## config.mk

```make
export PLATFORM = sky130hd
export DESIGN_NAME = cpu_phase_sequencer
export DESIGN_NICKNAME = d
export VERILOG_FILES = /design/src/rtl/cpu_pkg.sv /design/src/rtl/mem_wait_timer.sv /design/src/rtl/cpu_phase_sequencer.sv
export SDC_FILE = /design/constraint.sdc
export NUM_CORES = 1
export LEC_CHECK = 0
export BUFFER_PORTS_ARGS = -buffer_cell sky130_fd_sc_hd__buf_2
export CAP_MARGIN = 20
export CORE_UTILIZATION = 50
export CTS_BUF_LIST = sky130_fd_sc_hd__clkbuf_8
export DETAILED_ROUTE_END_ITERATION = 7
export PLACE_DENSITY = 0.77
export SLEW_MARGIN = 10
export SYNTH_ARGS = -nofsm -noshare
export SYNTH_HDL_FRONTEND = slang
export SYNTH_SLANG_ARGS = --single-unit
```

## constraint.sdc

```tcl
create_clock -name clk -period 3.06 [get_ports clk]
set_input_delay 0.612 -clock clk [delete_from_list [all_inputs] [get_ports clk]]
set_output_delay 0.612 -clock clk [all_outputs]
set_load 0.05 [all_outputs]
```

## src/rtl/cpu_pkg.sv

```systemverilog
// Shared definitions for the multi-cycle core: opcode constants, control phases
// and the phase sequencer state encoding.
package cpu_pkg;

  localparam logic [6:0] OP_R      = 7'b0110011;
  localparam logic [6:0] OP_LOAD   = 7'b0000011;
  localparam logic [6:0] OP_STORE  = 7'b0100011;
  localparam logic [6:0] OP_BRANCH = 7'b1100011;
  localparam logic [6:0] OP_IMM    = 7'b0010011;
  localparam logic [6:0] OP_SYSTEM = 7'b1110011;

  localparam logic [1:0] PH_FETCH  = 2'd0;
  localparam logic [1:0] PH_DECODE = 2'd1;
  localparam logic [1:0] PH_EXEC   = 2'd2;
  localparam logic [1:0] PH_WB     = 2'd3;

  typedef enum logic [2:0] {
    ST_IDLE,
    ST_FETCH,
    ST_DECODE,
    ST_EXEC,
    ST_MEM,
    ST_WB,
    ST_HALT
  } seq_state_e;

  // IDLE and HALT report FETCH so main control never sees a spurious DECODE.
  function automatic logic [1:0] phase_of(input seq_state_e s);
    case (s)
      ST_DECODE:      phase_of = PH_DECODE;
      ST_EXEC:        phase_of = PH_EXEC;
      ST_MEM:         phase_of = PH_EXEC;
      ST_WB:          phase_of = PH_WB;
      default:        phase_of = PH_FETCH;
    endcase
  endfunction

endpackage

```

## src/rtl/mem_wait_timer.sv

```systemverilog
// Counts consecutive not-ready request cycles; expired flags the cycle that
// would complete MAX_WAIT waits.
module mem_wait_timer #(
  parameter int WAIT_W   = 8,
  parameter int MAX_WAIT = 200
) (
  input  logic clk,
  input  logic rst_n,
  input  logic clear,
  input  logic enable,
  output logic expired
);

  logic [WAIT_W-1:0] cnt_q, cnt_d;

  always_comb begin
    cnt_d = cnt_q;
    if (clear) cnt_d = '0;
    else if (enable) cnt_d = cnt_q + 1'b1;
  end

  always_ff @(posedge clk or negedge rst_n) begin
    if (!rst_n) cnt_q <= '0;
    else        cnt_q <= cnt_d;
  end

  assign expired = enable && !clear && (cnt_q == WAIT_W'(MAX_WAIT - 1));

endmodule

```

## src/rtl/cpu_phase_sequencer.sv

```systemverilog
// Multi-cycle phase controller: sequences FETCH/DECODE/EXEC/MEM/WB, owns the
// memory request handshakes and IR/PC/regfile strobes, and halts on error.
// Handshake: a request stays high every cycle of its phase; the cycle its ready
// is seen completes it, and a ready with no request outstanding is ignored.
module cpu_phase_sequencer
  import cpu_pkg::*;
#(
  parameter int CNT_W    = 32,
  parameter int WAIT_W   = 8,
  parameter int MAX_WAIT = 200
) (
  input  logic             clk,
  input  logic             rst_n,
  input  logic             start,
  input  logic [6:0]       opcode,
  input  logic             imem_ready,
  input  logic             dmem_ready,
  output logic [1:0]       state,
  output logic             imem_req,
  output logic             ir_write,
  output logic             dmem_req,
  output logic             pc_write,
  output logic             reg_commit,
  output logic             busy,
  output logic             halted,
  output logic             illegal,
  output logic             timeout,
  output logic [CNT_W-1:0] retired
);

  seq_state_e       state_q, state_d;
  logic             is_load_q, is_load_d;
  logic             halted_q, halted_d;
  logic             illegal_q, illegal_d;
  logic             timeout_q, timeout_d;
  logic [CNT_W-1:0] retired_q, retired_d;
  logic             wait_clear, wait_en, wait_expired;

  assign wait_en    = ((state_q == ST_FETCH) && !imem_ready) ||
                      ((state_q == ST_MEM)   && !dmem_ready);
  assign wait_clear = !wait_en;

  mem_wait_timer #(.WAIT_W(WAIT_W), .MAX_WAIT(MAX_WAIT)) u_wait (
    .clk     (clk),
    .rst_n   (rst_n),
    .clear   (wait_clear),
    .enable  (wait_en),
    .expired (wait_expired)
  );

  always_comb begin
    state_d    = state_q;
    is_load_d  = is_load_q;
    halted_d   = halted_q;
    illegal_d  = illegal_q;
    timeout_d  = timeout_q;
    retired_d  = retired_q;
    imem_req   = 1'b0;
    ir_write   = 1'b0;
    dmem_req   = 1'b0;
    pc_write   = 1'b0;
    reg_commit = 1'b0;
    case (state_q)
      ST_IDLE: if (start) state_d = ST_FETCH;
      ST_FETCH: begin
        imem_req = 1'b1;
        if (imem_ready) begin
          ir_write = 1'b1;
          state_d  = ST_DECODE;
        end else if (wait_expired) begin
          timeout_d = 1'b1;
          state_d   = ST_HALT;
        end
      end
      ST_DECODE: begin
        case (opcode)
          OP_R, OP_LOAD, OP_STORE, OP_BRANCH, OP_IMM: state_d = ST_EXEC;
          OP_SYSTEM: begin
            halted_d = 1'b1;
            state_d  = ST_HALT;
          end
          default: begin
            illegal_d = 1'b1;
            state_d   = ST_HALT;
          end
        endcase
      end
      ST_EXEC: begin
        case (opcode)
          OP_R, OP_IMM: state_d = ST_WB;
          OP_LOAD, OP_STORE: begin
            // Remember the direction so MEM ignores later opcode changes.
            is_load_d = (opcode == OP_LOAD);
            state_d   = ST_MEM;
          end
          OP_BRANCH: begin
            pc_write  = 1'b1;
            retired_d = retired_q + 1'b1;
            state_d   = ST_FETCH;
          end
          default: begin
            illegal_d = 1'b1;
            state_d   = ST_HALT;
          end
        endcase
      end
      ST_MEM: begin
        dmem_req = 1'b1;
        if (dmem_ready) begin
          if (is_load_q) begin
            state_d = ST_WB;
          end else begin
            pc_write  = 1'b1;
            retired_d = retired_q + 1'b1;
            state_d   = ST_FETCH;
          end
        end else if (wait_expired) begin
          timeout_d = 1'b1;
          state_d   = ST_HALT;
        end
      end
      ST_WB: begin
        reg_commit = 1'b1;
        pc_write   = 1'b1;
        retired_d  = retired_q + 1'b1;
        state_d    = ST_FETCH;
      end
      default: state_d = ST_HALT;
    endcase
  end

  always_ff @(posedge clk or negedge rst_n) begin
    if (!rst_n) begin
      state_q   <= ST_IDLE;
      is_load_q <= 1'b0;
      halted_q  <= 1'b0;
      illegal_q <= 1'b0;
      timeout_q <= 1'b0;
      retired_q <= '0;
    end else begin
      state_q   <= state_d;
      is_load_q <= is_load_d;
      halted_q  <= halted_d;
      illegal_q <= illegal_d;
      timeout_q <= timeout_d;
      retired_q <= retired_d;
    end
  end

  assign state   = phase_of(state_q);
  assign busy    = (state_q != ST_IDLE) && (state_q != ST_HALT);
  assign halted  = halted_q;
  assign illegal = illegal_q;
  assign timeout = timeout_q;
  assign retired = retired_q;

endmodule

```

* After elaboration in Yosys (flattened, before gate mapping)
Cells that the tools add are included. Widths: inputs -> output; s select.
Word-level totals: register bits 47, input bits 12, output and inout bits 43
Cells by class: add/subtract/negate cells 2, eq/ne operators 21, mux-type cells 30, reduce and logical (&&, ||, !) cells 22
Operators by type and width (number):
- $mux 32 | 3
- $pmux 32 s3 | 1
- $add 32x1->32 const B | 1
- $mux 3 | 6
- $pmux 3 s6 | 1
- $eq 7x6->1 const B | 2
- $eq 7x7->1 const B | 2
- $ne 2x2->1 const B | 7
- $mux 1 | 13
- $pmux 3 s3 | 1
- $add 8x1->8 const B | 1
- $eq 8x8->1 const B | 1
- $mux 8 | 1
- $eq 7x2->1 const B | 1
- $eq 7x5->1 const B | 1
- $eq 3x2->1 const B | 2
- $eq 3x3->1 const B | 2
- $pmux 2 s3 | 1
- $reduce_and 3->1 | 2
- $reduce_bool 3->1 | 2
- $reduce_or 2->1 | 3
- $reduce_or 6->1 | 1
- $reduce_or 5->1 | 1
- $logic_and 1x1->1 | 4
- 11 further kinds | 15

* Depth between registers and ports, before layout
Gate-level depths: netlist (run 1).
depth in word-level cells 7, gate-level depth with buffers 6, gate-level depth less buffers 5

* Modules after synthesis
A second synthesis (run 1) with hierarchy kept.
Unflattened totals: cell total of the unflattened synthesis 248, area, all modules 2439.8 µm²
By module, submodules not included:
- cpu_phase_sequencer | instances 1, cells an instance 207, area an instance 2023.2 µm², seq. area each 975.9 µm²
- mem_wait_timer | instances 1, cells an instance 41, area an instance 416.6 µm², seq. area each 200.2 µm²

* Least setup slack after synthesis (run 1)
No wires, ideal clock.
path kind flip-flop to output port, from reg state_q[2], to out ir_write, arrival time 1.904 ns, path slack 0.544 ns, cell stages (with the launch flop) 5, buffers on the path 1, cell sequence dfrtp_1 buf_2 nand2b_1 nor2_1 and2_1
Between the ends: longest elaborated chain between the ends 2
RTL lines:
- start, declared | line cpu_phase_sequencer.sv:31 | seq_state_e state_q, state_d;
- start signal, assigned | line cpu_phase_sequencer.sv:141 | state_q <= state_d;
- $eq 3x1->1 | line cpu_phase_sequencer.sv:63 | case (state_q)
- $mux 1 | line cpu_phase_sequencer.sv:63
- end, declared | line cpu_phase_sequencer.sv:20 | output logic ir_write,
Every way passes these cells.

* Worst setup path after layout (run 1)
from reg state_q[2], to out pc_write
Between the ends: longest elaborated chain between the ends 2
RTL lines:
- $eq 3x3->1 / $eq 3x2->1 (equally long branches) | line cpu_phase_sequencer.sv:63
- $pmux 1 s3 (*) | line cpu_phase_sequencer.sv:63
- end, declared | line cpu_phase_sequencer.sv:22 | output logic pc_write,
Mark *: on every way between the ends. The rest lies on a longest branch, timed or not.

==> flow_summary.toml, run 1 <==
[yosys]
syn_area_mm2 = 0.00258
synth-seq-cells = 47
synth_edf_count = 0
syn_avg_cell_area_um2 = 10.7
synth_cell_types = 47
ys.flop_type = "dfrtp_1"
syn_nets = 254
netlist_instances = 240
async_reset_ff_share_pct = 100
synth_warnings = 0
ys_seq_area_share_pct = 45.6

[cts]
cts_tree = "yes"
cts-root-buf = "clkbuf_8"
cts.path.max_buffers = 2
cts_hold_buf = 0
cts_buffers = 5
clock_latency_ns = 0.30
htree_levels = 2
clk_pin_slew_ns = 0.09
cts.sink_count = 47
cts_setup_buffers = 0
cts_resized = 0

[floorplanning]
fp.dieW_um = 73.8
fp.dieH_um = 73.8
dieArea_mm2 = 0.00545
placementRows = 25
io_pins = 55
coreArea_mm2 = 0.00485
start_util_pct = 53.2

[power_and_ir_drop]
power_density_mw_per_mm2 = 429
seqPwrFrac_pct = 51.0
clock_power_share_pct = 36.4
ir_drop_v = 0.000304
sw_frac_of_total_pct = 27.1
switchingPower_mw = 0.352
p_comb_share_pct = 12.6
internal_power_mw = 0.949
p_leak_nw = 1.50

[global_route]
grt_pass1_wl_um = 9360
grt_util_all_layers_pct = 22.7
grt.overflow.total = 0
grt_pass1_vias = 1933
antenna_found_initial = 0
grt_max_degree = 48

[placed_design]
place_ws_ns = 0.619
routabilityCongestion = 0.792
dp_hpwl_um = 3950
io_buffers = 54

[hold_path]
hold_path.class = "in2async"

[worst_setup_path]
cp_slowest_cell = "dfrtp_1"
crit_fanout = 11
crit_type = "reg2out"
crit_arrival_ns = 2.03
crit_path_end_kind = "output port"
rr_worst_depth = 5
required_ns = 2.45
crit_path_start_kind = "register"
critPathTopFamily = "simple AND/OR/NAND/NOR gates"
worst-path-stages = 5
crit_buf_inv = 2
slowest_delay_ns = 0.54
cp_cell_sequence = "nor2b_1 -> o21ai_1 -> buf_4 -> nand2_1 -> buf_2"

[timing]
setup_viol = 0
fin_skew_ns = 0.00675
finalSetupTns_ns = 0
slew_violations = 0
rsz0062_at_grt = "no"
max_freq_mhz = 378
slew_headroom_pct = 47.8
fin_crit_ns = 2.64
worstMarginPinSlew_ns = 0.779
worst_slack_ns = 0.416
finalHoldViolCount = 0
fin_crit_sh_pct = 86.4

[route]
vias = 2097
drt_iter0_drc = 159
dr.pass1.iters = 4
viasPerCell = 5.79
route.detailed.drc = 0
routed_wirelength_um = 5730
drtAntennaViolNets = 0
wl_per_cell_um = 15.8

[status]
status = "complete, no violations"

[finish]
layout-drive-gt1-share_pct = 27.8
area_delta_synth_final_pct = 17.7
fin_nets = 308
n_antenna_cell = 0

[flow_run]
max-cap-violations = 0
==> layer usage <==
layer  vias to the layer above  part of all wire (%)  track usage, %
met4                         0                   1.4            9.19
li1                       1006                     -               -
met2                        77                    47            33.7
met1                      1007                    47            32.1
met5                         -                     0               0
met3                         7                   5.1            5.08
==> cells in the final DEF (no fill, tap or decap), drive strengths merged, types with 3 or more instances in the layout <==
cell type,instances
nor2,18
nand2,10
o211ai,4
nand3,7
and4,7
a2111oi,11
and3,6
o2111ai,8
nand4,11
and2,6
clkbuf,6
a211oi,8
nand2b,6
or3,4
inv,5
xor2,22
dfrtp,47
xnor2,15
buf,59
o21ai,4
a21o,3
==> synthesized netlist by cell type, types with 6 or more instances <==
cell	count	area, µm²
dfrtp_1	47	1180
nand2b_1	6	37.5
nand2_1	10	37.5
a2111oi_2	10	150
and4_1	7	61.3
nand4_1	11	68.8
xor2_1	22	193
a211oi_1	8	60.1
nor2_1	18	67.6
o2111ai_1	8	70.1
and3_1	6	37.5
xnor2_1	15	131
nand3_1	7	35.0
==> cells by family (layout without fill, tap and decap cells) <==
group                      count (synthesis)  after routing  synth area share, %
AOI/OAI and AO/OA                         47             47                 16.6
xor gates and xnor gates                  37             37                 12.6
adders and majority gates                  2              2                0.970
buffers and inverters                     17             72                 3.30
DFF                                       47             47                 45.6
muxes                                      1              1                0.437
and+or+nand+nor                           89             89                 20.5
==> cell type report <==
class                   instances  area, µm²
fillers                       409       1810
multi-input cells             176       1320
flip-flops and latches         47       1180
repair buffers                 59        320
well taps                      67       83.8
clock buffers                   6       82.6
clock inverters                 2       35.0
inverters                       5       18.8
==> sequential cells by signal (all words and copies together), names as in the netlist <==
| signal | flops |
|---|---|
| state_q | 3 |
| halted | 1 |
| u_wait.cnt_q | 8 |
| illegal | 1 |
| timeout | 1 |
| retired | 32 |
| is_load_q | 1 |
==> worst register-to-register path, delay by kind of cell, from the launching register on <==
kind	cells	cell delay [ns]
and+or+nand+nor	2	0.64
AOI/OAI and AO/OA	1	0.46
DFF	1	0.61
xor gates and xnor gates	1	0.11
buffers and inverters	1	0.22
==> path summary, 6_finish.rpt <==
path	from	slack (ns)	to
max in group asynchronous	rst_n	2.34	retired[20]$_DFFE_PN0P_
worst min register to register	u_wait.cnt_q[0]$_DFF_PN0_	0.46	u_wait.cnt_q[0]$_DFF_PN0_
min in group clk	u_wait.cnt_q[0]$_DFF_PN0_	0.46	u_wait.cnt_q[0]$_DFF_PN0_
worst min-delay path	rst_n	0.22	state_q[1]$_DFFE_PN0P_
worst max register to register	state_q[0]$_DFFE_PN0P_	0.88	retired[16]$_DFFE_PN0P_
worst max-delay path	state_q[2]$_DFFE_PN0P_	0.42	pc_write
==> per-stage QoR <==
step | instance area, µm² | instances | power (mW) | hold slack, ns | utilization, %
global route | 3030 | 362 | 1.35 | 0.243 | 62.6
finish | 3030 | 362 | 1.30 | 0.220 | 62.6
CTS | 3010 | 361 | 1.32 | 0.470 | 62.2
global placement | 2900 | 353 | 0.834 | 0.439 | 59.7
floorplan | 2580 | 240 | 0.783 | 0.316 | -
detailed placement | 2900 | 353 | 0.838 | 0.449 | 59.7
==> power by group through the flow <==
stage,Sequential (mW),Combinational [mW],Clock [mW]
after floorplan,0.738,0.0451,0
after global placement,0.675,0.159,0
after detailed placement,0.676,0.162,0
after CTS,0.663,0.162,0.490
after global routing,0.669,0.175,0.508
final,0.663,0.164,0.474
No activity file was read; power rests on OpenSTA's default activity.
==> run 2: changes to the inputs <==
--- a/config.mk
+++ b/config.mk
@@ -10,6 +10,7 @@
 export CORE_UTILIZATION = 50
 export CTS_BUF_LIST = sky130_fd_sc_hd__clkbuf_8
 export DETAILED_ROUTE_END_ITERATION = 7
+export MAX_ROUTING_LAYER = met4
 export PLACE_DENSITY = 0.77
 export SLEW_MARGIN = 10
 export SYNTH_ARGS = -nofsm -noshare
==> run 2 against run 1 <==
Net effect:
- clock power about the same
- sequential share of layout area unchanged
- non-clock buffer count unchanged
- power about the same
- sequential power about the same
- critical path depth unchanged
- clock-buffer cell count unchanged
- highest routed layer unchanged
==> flow_summary.toml, run 2 (same netlist as run 1, synthesis figures left out) <==
[status]
status = "complete, no violations"

[floorplanning]
placementRows = 25
io_pins = 55
coreArea_mm2 = 0.00485
dieArea_mm2 = 0.00545
fp.dieH_um = 73.8
fp.dieW_um = 73.8
start_util_pct = 53.2

[cts]
clk_pin_slew_ns = 0.09
cts-root-buf = "clkbuf_8"
cts_hold_buf = 0
cts_buffers = 5
htree_levels = 2
cts_resized = 0
clock_latency_ns = 0.30
cts_tree = "yes"
cts.sink_count = 47
cts_setup_buffers = 0
cts.path.max_buffers = 2

[worst_setup_path]
crit_fanout = 11
r2r_setup_slack_ns = 0.87
required_ns = 2.45
cp_slowest_cell = "dfrtp_1"
crit_arrival_ns = 2.03
critPathTopFamily = "simple AND/OR/NAND/NOR gates"
slowest_delay_ns = 0.53
crit_type = "reg2out"
rr_startpoint = "state_q[0]$_DFFE_PN0P_"
r2r_end = "retired[16]$_DFFE_PN0P_"
rr_worst_depth = 5
cp-endpoint = "pc_write"
crit_buf_inv = 2
crit_start = "state_q[2]$_DFFE_PN0P_"
crit_path_start_kind = "register"
worst-path-stages = 5
cp_cell_sequence = "nor2b_1 -> o21ai_1 -> buf_4 -> nand2_1 -> buf_2"
crit_path_end_kind = "output port"

[placed_design]
routabilityCongestion = 0.803
io_buffers = 54
place_inst = 353
dp_hpwl_um = 3950
place_ws_ns = 0.619
place_area_mm2 = 0.00290

[global_route]
grt_util_all_layers_pct = 23.4
grt.overflow.total = 0
grt_pass1_vias = 1937
grt_max_degree = 48
grt_pass1_wl_um = 9360
antenna_found_initial = 0

[timing]
setup_viol = 0
finalSetupTns_ns = 0
slew_headroom_pct = 47.8
rsz0062_at_grt = "no"
worstMarginPinSlew_ns = 0.779
fin_crit_sh_pct = 86.5
slew_violations = 0
fin_skew_ns = 0.00597
worst_slack_ns = 0.415
finalHoldViolCount = 0
max_freq_mhz = 378
fin_crit_ns = 2.65

[finish]
largest_reg_flops = 32
seq_area_mm2 = 0.00118
area_delta_synth_final_pct = 17.7
instances_no_fill = 362
final_cell_mix = "buf_2, dfrtp_1, xor2_1"
n_antenna_cell = 0
layout-drive-gt1-share_pct = 27.8
multi_input_area_mm2 = 0.00132
mostFrequentLayoutCell = "buf_2"
nFillCells = 409
fin_nets = 308
stdcell_area_mm2 = 0.00303

[power_and_ir_drop]
sw_frac_of_total_pct = 27.1
ir_drop_v = 0.000303
internal_power_mw = 0.948
p_total_mw = 1.30
p_leak_nw = 1.50
seqPwrFrac_pct = 51.0
clock_power_share_pct = 36.4
power_density_mw_per_mm2 = 429
switchingPower_mw = 0.352
p_comb_share_pct = 12.6

[route]
drtAntennaViolNets = 0
viasPerCell = 5.75
route.detailed.drc = 0
dr.pass1.iters = 4
drt_iter0_drc = 154
vias = 2082
routed_wirelength_um = 5710
wl_per_cell_um = 15.8

[hold_path]
hold_path.class = "in2async"

[flow_run]
max-cap-violations = 0
-- run 2: worst min-delay path by stage --
stage,slack (ns),cells after the start,to,from
global placement,0.44,1,illegal$_DFFE_PN0P_,illegal$_DFFE_PN0P_
finish,0.22,1,state_q[1]$_DFFE_PN0P_,rst_n
global route,0.24,1,state_q[1]$_DFFE_PN0P_,rst_n
floorplan,0.32,0,halted$_DFFE_PN0P_,rst_n
detailed placement,0.45,1,timeout$_DFFE_PN0P_,timeout$_DFFE_PN0P_
CTS,0.47,1,u_wait.cnt_q[0]$_DFF_PN0_,u_wait.cnt_q[0]$_DFF_PN0_
-- run 2: cell type report --
| type | instances | area share (%) |
|---|---|---|
| timing repair buffer | 59 | 10.6 |
| inverter | 5 | 0.619 |
| clock buffer | 6 | 2.72 |
| sequential | 47 | 38.8 |
| tap | 67 | 2.76 |
| multi-input combinational | 176 | 43.4 |
| clock inverter | 2 | 1.15 |
-- run 2: routing by layer --
layer  GRT usage [%]  part of all wire (%)  vias up
met2            33.8                    47       60
met5               -                     0        -
met4            9.19                   1.5        0
met3            5.08                   4.3        7
li1                -                     -     1000
met1            31.9                    48     1015
-- run 2: through the flow --
step / util [%] / hold slack [ns]
floorplan: - / 0.316
global placement: 59.7 / 0.439
detailed placement: 59.7 / 0.449
CTS: 62.2 / 0.470
global route: 62.6 / 0.243
finish: 62.6 / 0.220
-- run 2: power by group through the flow --
stage               logic, mW  registers (mW)  clock network (mW)
finish                  0.164           0.663               0.473
global route            0.175           0.669               0.508
CTS                     0.162           0.663               0.490
detailed placement      0.162           0.676                   0
global placement        0.159           0.675                   0
floorplan              0.0451           0.738                   0
==> run 3: changes to the inputs <==
--- a/config.mk
+++ b/config.mk
@@ -5,13 +5,16 @@
 export SDC_FILE = /design/constraint.sdc
 export NUM_CORES = 1
 export LEC_CHECK = 0
-export BUFFER_PORTS_ARGS = -buffer_cell sky130_fd_sc_hd__buf_2
 export CAP_MARGIN = 20
+export CELL_PAD_IN_SITES_DETAIL_PLACEMENT = 0
+export CELL_PAD_IN_SITES_GLOBAL_PLACEMENT = 1
+export CORE_ASPECT_RATIO = 2
 export CORE_UTILIZATION = 50
 export CTS_BUF_LIST = sky130_fd_sc_hd__clkbuf_8
 export DETAILED_ROUTE_END_ITERATION = 7
+export DONT_BUFFER_PORTS = 1
 export MAX_ROUTING_LAYER = met4
-export PLACE_DENSITY = 0.77
+export PLACE_DENSITY = 0.83
 export SLEW_MARGIN = 10
 export SYNTH_ARGS = -nofsm -noshare
 export SYNTH_HDL_FRONTEND = slang
==> run 3 against run 2 <==
Net effect:
- register-to-register slack worse by 0.12 ns
- power is 8.6% lower
- cell area is 4.7% lower
- non-clock buffer count is 32 lower
- largest power group unchanged
- clock-buffer cell count is 1 lower
- routed wire length is 6.1% higher
==> flow_summary.toml, run 3 (same netlist as run 1, synthesis figures left out) <==
[route]
wl_per_cell_um = 18.9
vias = 2010
drtAntennaViolNets = 0
viasPerCell = 6.28
drt_iter0_drc = 33
dr.pass1.iters = 4
route.detailed.drc = 0
routed_wirelength_um = 6060

[finish]
largest_reg_flops = 32
seq_area_mm2 = 0.00118
mostFrequentLayoutCell = "dfrtp_1"
area_delta_synth_final_pct = 12.1
multi_input_area_mm2 = 0.00132
fin_nets = 276
n_antenna_cell = 0
stdcell_area_mm2 = 0.00289
layout-drive-gt1-share_pct = 17.9
final_cell_mix = "dfrtp_1, buf_4, xor2_1"
nFillCells = 459

[cts]
cts.path.max_buffers = 2
htree_levels = 2
clk_pin_slew_ns = 0.08
cts_buffers = 5
clock_latency_ns = 0.30
cts_tree = "yes"
cts.sink_count = 47
cts-root-buf = "clkbuf_8"
cts_setup_buffers = 0

[floorplanning]
start_util_pct = 52.5
fp.dieH_um = 104
io_pins = 55
placementRows = 36
dieArea_mm2 = 0.00547
coreArea_mm2 = 0.00491
fp.dieW_um = 52.8

[worst_setup_path]
slowest_delay_ns = 0.51
rr_worst_depth = 4
r2r_end = "retired[18]$_DFFE_PN0P_"
rr_startpoint = "retired[8]$_DFFE_PN0P_"
required_ns = 2.45
crit_start = "state_q[2]$_DFFE_PN0P_"
crit_arrival_ns = 1.94
crit_fanout = 11
crit_path_end_kind = "output port"
cp_slowest_cell = "dfrtp_1"
r2r_setup_slack_ns = 0.75
crit_path_start_kind = "register"
crit_type = "reg2out"
cp_cell_sequence = "nor2b_1 -> and2_1 -> buf_4 -> a21o_1"
cp-endpoint = "state[0]"

[timing]
worstMarginPinSlew_ns = 0.807
setup_viol = 0
fin_crit_ns = 2.55
slew_violations = 0
finalSetupTns_ns = 0
finalHoldViolCount = 0
fin_crit_sh_pct = 83.3
rsz0062_at_grt = "no"
slew_headroom_pct = 46.0
fin_skew_ns = 0.00481
max_freq_mhz = 392

[power_and_ir_drop]
power_density_mw_per_mm2 = 411
ir_drop_v = 0.000248
p_leak_nw = 1.34

[placed_design]
dp_hpwl_um = 4460
place_area_mm2 = 0.00277
io_buffers = 0
routabilityCongestion = 0.795

[global_route]
antenna_found_initial = 0
grt_max_degree = 45
met3_usage_pct = 4.55
grt_util_all_layers_pct = 25.6
grt.overflow.total = 0
grt_pass1_wl_um = 10100
busiest_layer = "met2"
use_met1_pct = 26.2
grt_pass1_vias = 2088
grt.met2_usage_pct = 42.9

[hold_path]
hold_path.class = "in2async"

[status]
status = "complete, no violations"

[flow_run]
max-cap-violations = 0
run 3: layout make-up:
class | instances | area share (%)
well taps | 57 | 2.47
flip-flops and latches | 47 | 40.7
clock inverters | 3 | 0.433
repair buffers | 27 | 7.79
multi-input cells | 176 | 45.6
clock buffers | 5 | 2.38
inverters | 5 | 0.649
run 3: worst max-delay path, delay by kind of cell (launching register included):
family	cells	cell delay, ns
simple gates	2	0.56
flops	1	0.51
compound gates	1	0.38
buf+inv	1	0.19
run 3: per-layer routing:
metal  wire length (µm)  vias to the layer above
met5                  0                        -
met4                351                        0
li1                   -                      934
met3                206                       27
met1               2170                      993
met2               3330                       56
run 3: timing repair:
action                                 4_1_cts  5_1_grt
hold buffers                                 2        0
endpoints found under the hold margin       44        0
gates resized for setup                      0        0
run 3: power breakdown:
group,internal [mW],switching (mW),leakage [nW],total (mW)
logic,0.0478,0.109,0.650,0.157
registers,0.640,0.0318,0.635,0.671
clock network,0.154,0.206,0.0505,0.360
run 3: worst min path at each step:
stage	slack, ns	to	startpoint
after floorplan	0.32	halted$_DFFE_PN0P_	rst_n
after global placement	0.32	u_wait.cnt_q[2]$_DFF_PN0_	rst_n
after detailed placement	0.32	u_wait.cnt_q[6]$_DFF_PN0_	rst_n
after CTS	0.16	retired[14]$_DFFE_PN0P_	rst_n
after global routing	0.16	retired[6]$_DFFE_PN0P_	rst_n
final	0.14	timeout$_DFFE_PN0P_	rst_n
run 3: through the flow:
stage	hold WS (ns)	instances	util, %	setup WS (ns)	power [mW]
4_1_cts	0.159	320	58.9	0.479	1.20
3_3_place_gp	0.318	310	56.4	0.733	0.821
5_1_grt	0.162	320	58.9	0.356	1.24
3_5_place_dp	0.318	310	56.4	0.709	0.826
2_1_floorplan	0.316	240	-	0.544	0.783
6_report	0.144	320	58.9	0.512	1.19
